$ cat config.mk
export PLATFORM = sky130hd
export DESIGN_NAME = grf_wb_queue
export DESIGN_NICKNAME = d
export VERILOG_FILES = /design/src/rtl/grf_wb_queue.sv
export SDC_FILE = /design/constraint.sdc
export NUM_CORES = 1
export LEC_CHECK = 0
export BUFFER_PORTS_ARGS = -buffer_cell sky130_fd_sc_hd__buf_2
export CORE_ASPECT_RATIO = 1.75
export CORE_MARGIN = 4
export CORE_UTILIZATION = 50
export DETAILED_ROUTE_END_ITERATION = 7
export PLACE_DENSITY = 0.81
export REMOVE_ABC_BUFFERS = 1
export SLEW_MARGIN = 25
export SYNTH_ARGS = -nofsm -noshare
export SYNTH_HDL_FRONTEND = slang
export SYNTH_SLANG_ARGS = --single-unit
$ cat constraint.sdc
create_clock -name clk -period 3 [get_ports clk]
set_input_delay 0.15 -clock clk [delete_from_list [all_inputs] [get_ports clk]]
set_output_delay 0.15 -clock clk [all_outputs]
set_load 0.1 [all_outputs]
$ cat src/rtl/grf_wb_queue.sv
// Register-file writeback queue: merges ALU and MUL/DIV writebacks into one GRF write port.
// Optional pending-write forwarding lookup is compiled in with GRF_WB_BYPASS_EN.
module grf_wb_queue #(
   parameter int unsigned DEPTH = 4
) (
   input  logic                     clk,
   input  logic                     res,
   input  logic                     alu_valid,
   input  logic [4:0]               alu_a3,
   input  logic [31:0]              alu_wd,
   output logic                     alu_ready,
   input  logic                     md_valid,
   input  logic [4:0]               md_a3,
   input  logic [31:0]              md_wd,
   output logic                     md_ready,
   output logic                     grf_we,
   output logic [4:0]               grf_a3,
   output logic [31:0]              grf_wd,
   input  logic [4:0]               q_a1,
   input  logic [4:0]               q_a2,
   output logic                     hit1,
   output logic                     hit2,
   output logic [31:0]              fwd1,
   output logic [31:0]              fwd2,
   output logic [$clog2(DEPTH):0]   count
);

   localparam int unsigned PW = $clog2(DEPTH);
   localparam logic [PW:0] FULL = DEPTH[PW:0];

   logic [PW-1:0] r_rd_ptr, r_wr_ptr;
   logic [PW:0]   r_count, w_count_nxt;
   logic [4:0]    r_a3 [DEPTH];
   logic [31:0]   r_wd [DEPTH];

   logic        w_full, w_alu_acc, w_md_acc, w_push, w_pop;
   logic [4:0]  w_push_a3;
   logic [31:0] w_push_wd;

   assign w_full    = (r_count == FULL);
   assign alu_ready = !w_full;
   assign md_ready  = !w_full && !alu_valid;

   assign w_alu_acc = alu_valid && alu_ready && !res;
   assign w_md_acc  = md_valid && md_ready && !res;
   assign w_push_a3 = w_alu_acc ? alu_a3 : md_a3;
   assign w_push_wd = w_alu_acc ? alu_wd : md_wd;
   // Writes to x0 are accepted but dropped.
   assign w_push    = (w_alu_acc || w_md_acc) && (w_push_a3 != 5'd0);
   assign w_pop     = (r_count != '0);

   assign grf_we = w_pop;
   assign grf_a3 = w_pop ? r_a3[r_rd_ptr] : 5'd0;
   assign grf_wd = w_pop ? r_wd[r_rd_ptr] : 32'd0;
   assign count  = r_count;

   always_comb begin
      w_count_nxt = r_count;
      if (w_push && !w_pop) begin
         w_count_nxt = r_count + (PW+1)'(1);
      end else if (!w_push && w_pop) begin
         w_count_nxt = r_count - (PW+1)'(1);
      end
   end

   always_ff @(posedge clk or posedge res) begin
      if (res) begin
         r_rd_ptr <= '0;
         r_wr_ptr <= '0;
         r_count  <= '0;
      end else begin
         if (w_push) r_wr_ptr <= r_wr_ptr + PW'(1);
         if (w_pop)  r_rd_ptr <= r_rd_ptr + PW'(1);
         r_count <= w_count_nxt;
      end
   end

   always_ff @(posedge clk) begin
      if (w_push) begin
         r_a3[r_wr_ptr] <= w_push_a3;
         r_wd[r_wr_ptr] <= w_push_wd;
      end
   end

`ifdef GRF_WB_BYPASS_EN
   // Scan oldest to newest so the newest matching entry wins.
   function automatic logic [32:0] lookup(input logic [4:0] q);
      logic [32:0]   res_v;
      logic [PW-1:0] idx;
      res_v = '0;
      for (int unsigned i = 0; i < DEPTH; i++) begin
         idx = r_rd_ptr + PW'(i);
         if (((PW+1)'(i) < r_count) && (q != 5'd0) && (r_a3[idx] == q)) begin
            res_v = {1'b1, r_wd[idx]};
         end
      end
      return res_v;
   endfunction

   always_comb begin
      {hit1, fwd1} = lookup(q_a1);
      {hit2, fwd2} = lookup(q_a2);
   end
`else
   logic w_unused_q;
   assign w_unused_q = ^{q_a1, q_a2};
   assign hit1 = 1'b0;
   assign hit2 = 1'b0;
   assign fwd1 = 32'd0;
   assign fwd2 = 32'd0;
`endif

endmodule
==> impl_metrics.toml <==
[run_status]
status = "complete, no violations"

[synth]
synth_top_area_share_pct = 63.7
yosysUniqueCellTypes = 26
ys_seq_area_share_pct = 66.2
synth_warnings = 0
syn_area_sq_um = 6980
avgSynthCellArea_sq_um = 18.0
ys_top_cells_by_count = "148 x edfxtp_1, 66 x buf_4, 42 x and2_1"
synthTopCellsByArea = "edfxtp_1 64%, mux4_2 12%, buf_4 7.1%"
postSynthCellCount = 388
async_reset_ff_share_pct = 4.52
ys.flop_type = "edfxtp_1"
synth-edff-count = 148
yosys.area.top_type = "edfxtp_1"
ys_ff_latch = 155
synth.most_common_cell = "edfxtp_1"

[sta]
fin_crit_sh_pct = 87.7
rsz0062_at_grt = "no"
slew_headroom_pct = 34.6
skew_ps = 8.78
setup_viol = 0
fin_crit_ps = 2630
tightest_slew_ps = 981
timing.final.ws_setup_ps = 370
clock.fmax_mhz = 380
hold_viol_final = 0
tns_ps = 0
slew_viol_final = 0

[clock_tree]
clkLatencyLatePin_ps = 410
cts_buffers = 17
root_buffer = "clkbuf_16"
cts_tree = "yes"
ctsHoldBuffers = 1
cts_setup_buffers = 0
clockBufferDepth = 2
cts-resized-gates = 0
clock_sinks = 155
clkTransAtPathRegs_ps = 60
htreeDepth = 4

[worst_setup_path]
critPathMaxStageDelay_ps = 810
cp-start-kind = "register"
cp_data_required_time_ps = 3020
crit_family = "simple AND/OR/NAND/NOR gates"
path_max_fanout = 37
cp_cell_sequence = "nor3b_2, nor3b_4, and2b_1, o311a_4, and2_2"
r2r_slack_ps = 370
crit_path_end_kind = "register"
crit_slowest_cell = "and2_2"
critPathBufInv = 0
crit_arrival_ps = 2650
worstSetupPathType = "register to register"

[floorplan]
die_area_sq_um = 16000
start_util_pct = 51.6
rows = 56
ios = 197
die_w_um = 97.3
die_h_um = 164
core_area_sq_um = 13500

[placed_design]
dp_hpwl_um = 8670
port_buffers = 120
gp_congestion = 0.761
dp_cells = 675
pre_cts_ws_ps = 302

[global_routing]
grt_antenna_before_repair = 0
grt_pass1_vias = 3762
overflow = 0
grt_usage_pct = 16.2
grt_pass1_wl_um = 19600
grt_max_degree = 38

[finish]
drive_above_1_share_pct = 45.3
fin_cells = 708
area_delta_synth_final_pct = 17.4
diodes = 0
final_util_pct = 60.6
fin_nets = 614

[run]
cap_viol_max_count = 0

[routing]
via_count = 3550
wl_per_cell_um = 17.9
drcViolationCount = 0
drt_iter0_drc = 184
wirelength_um = 12700
antenna_left = 0
drtPass1Iterations = 4
via_per_inst = 5.01

[worst_hold_path]
worstHoldPathType = "primary input to register"
==> worst register-to-register path, delay by kind of cell, from the launching register on <==
kind | cells | cell delay (ps)
AO/OA/AOI/OAI | 1 | 250
AND/OR/NAND/NOR | 4 | 1530
flip-flops | 1 | 450
==> flip-flops by register name, indices dropped and copies added, names as in the netlist <==
signal and count:
count 3, r_a3 20, r_rd_ptr 2, r_wd 128
r_wr_ptr 2
==> cells by family after synthesis <==
group                      Yosys count  share of synthesized area, %
other                                1                        0.0537
DFF                                155                          66.2
AOI/OAI and AO/OA                    2                         0.412
xor gates and xnor gates             8                          1.00
buffers and inverters               87                          8.44
adders and majority gates            5                         0.896
muxes                               75                          18.1
and+or+nand+nor                     55                          4.91
==> through the flow <==
stage	instance area (sq um)	hold slack, ps
2_1_floorplan	6650	-46.6
3_3_place_gp	7570	123
3_5_place_dp	7570	133
4_1_cts	8190	82.0
5_1_grt	8190	81.1
6_report	8190	93.4
==> worst paths after layout <==
| kind | from | cells after the start | end |
|---|---|---|---|
| worst max-delay path | count[0]$_DFFE_PP0P_ | 5 | r_wd[1][24]$_DFFE_PP_ |
| worst max register to register | count[0]$_DFFE_PP0P_ | 5 | r_wd[1][24]$_DFFE_PP_ |
| min in group asynchronous | res | 3 | count[0]$_DFFE_PP0P_ |
| max in group asynchronous | res | 3 | r_rd_ptr[0]$_DFFE_PP0N_ |
| worst min register to register | count[2]$_DFFE_PP0P_ | 1 | count[2]$_DFFE_PP0P_ |
| worst min-delay path | alu_wd[31] | 2 | r_wd[0][31]$_DFFE_PP_ |
==> cell usage in the layout, fill, tap and decap left out, types with 5 or more instances in the layout <==
cell type  instances
buf_4              9
inv_1              5
mux4_2            37
edfxtp_1         148
dfrtp_1            5
xnor2_1            5
and2_1            38
mux2_2            36
nor2_1             5
buf_2            120
clkbuf_16         17
conb_1            66
ha_1               5
==> metal layers <==
layer / vias up / part of all wire (%) / global-route usage [%]
li1: 1607 / - / -
met1: 1770 / 34 / 17.3
met2: 159 / 56 / 30.6
met3: 14 / 7.8 / 3.95
met4: 0 / 1.7 / 6.68
met5: - / 0 / 0
==> layout make-up <==
| type | count | area, sq um |
|---|---|---|
| Tap cell | 174 | 218 |
| Fill cell | 987 | 5330 |
| Sequential cell | 155 | 4620 |
| Multi-Input combinational cell | 211 | 2030 |
| Timing Repair Buffer | 131 | 698 |
| Clock buffer | 20 | 437 |
| Clock inverter | 12 | 173 |
| Inverter | 5 | 18.8 |
Power is left out: the tool's default activity adds up to more than one toggle a clock period on the data nets, which glitch-free logic cannot reach.
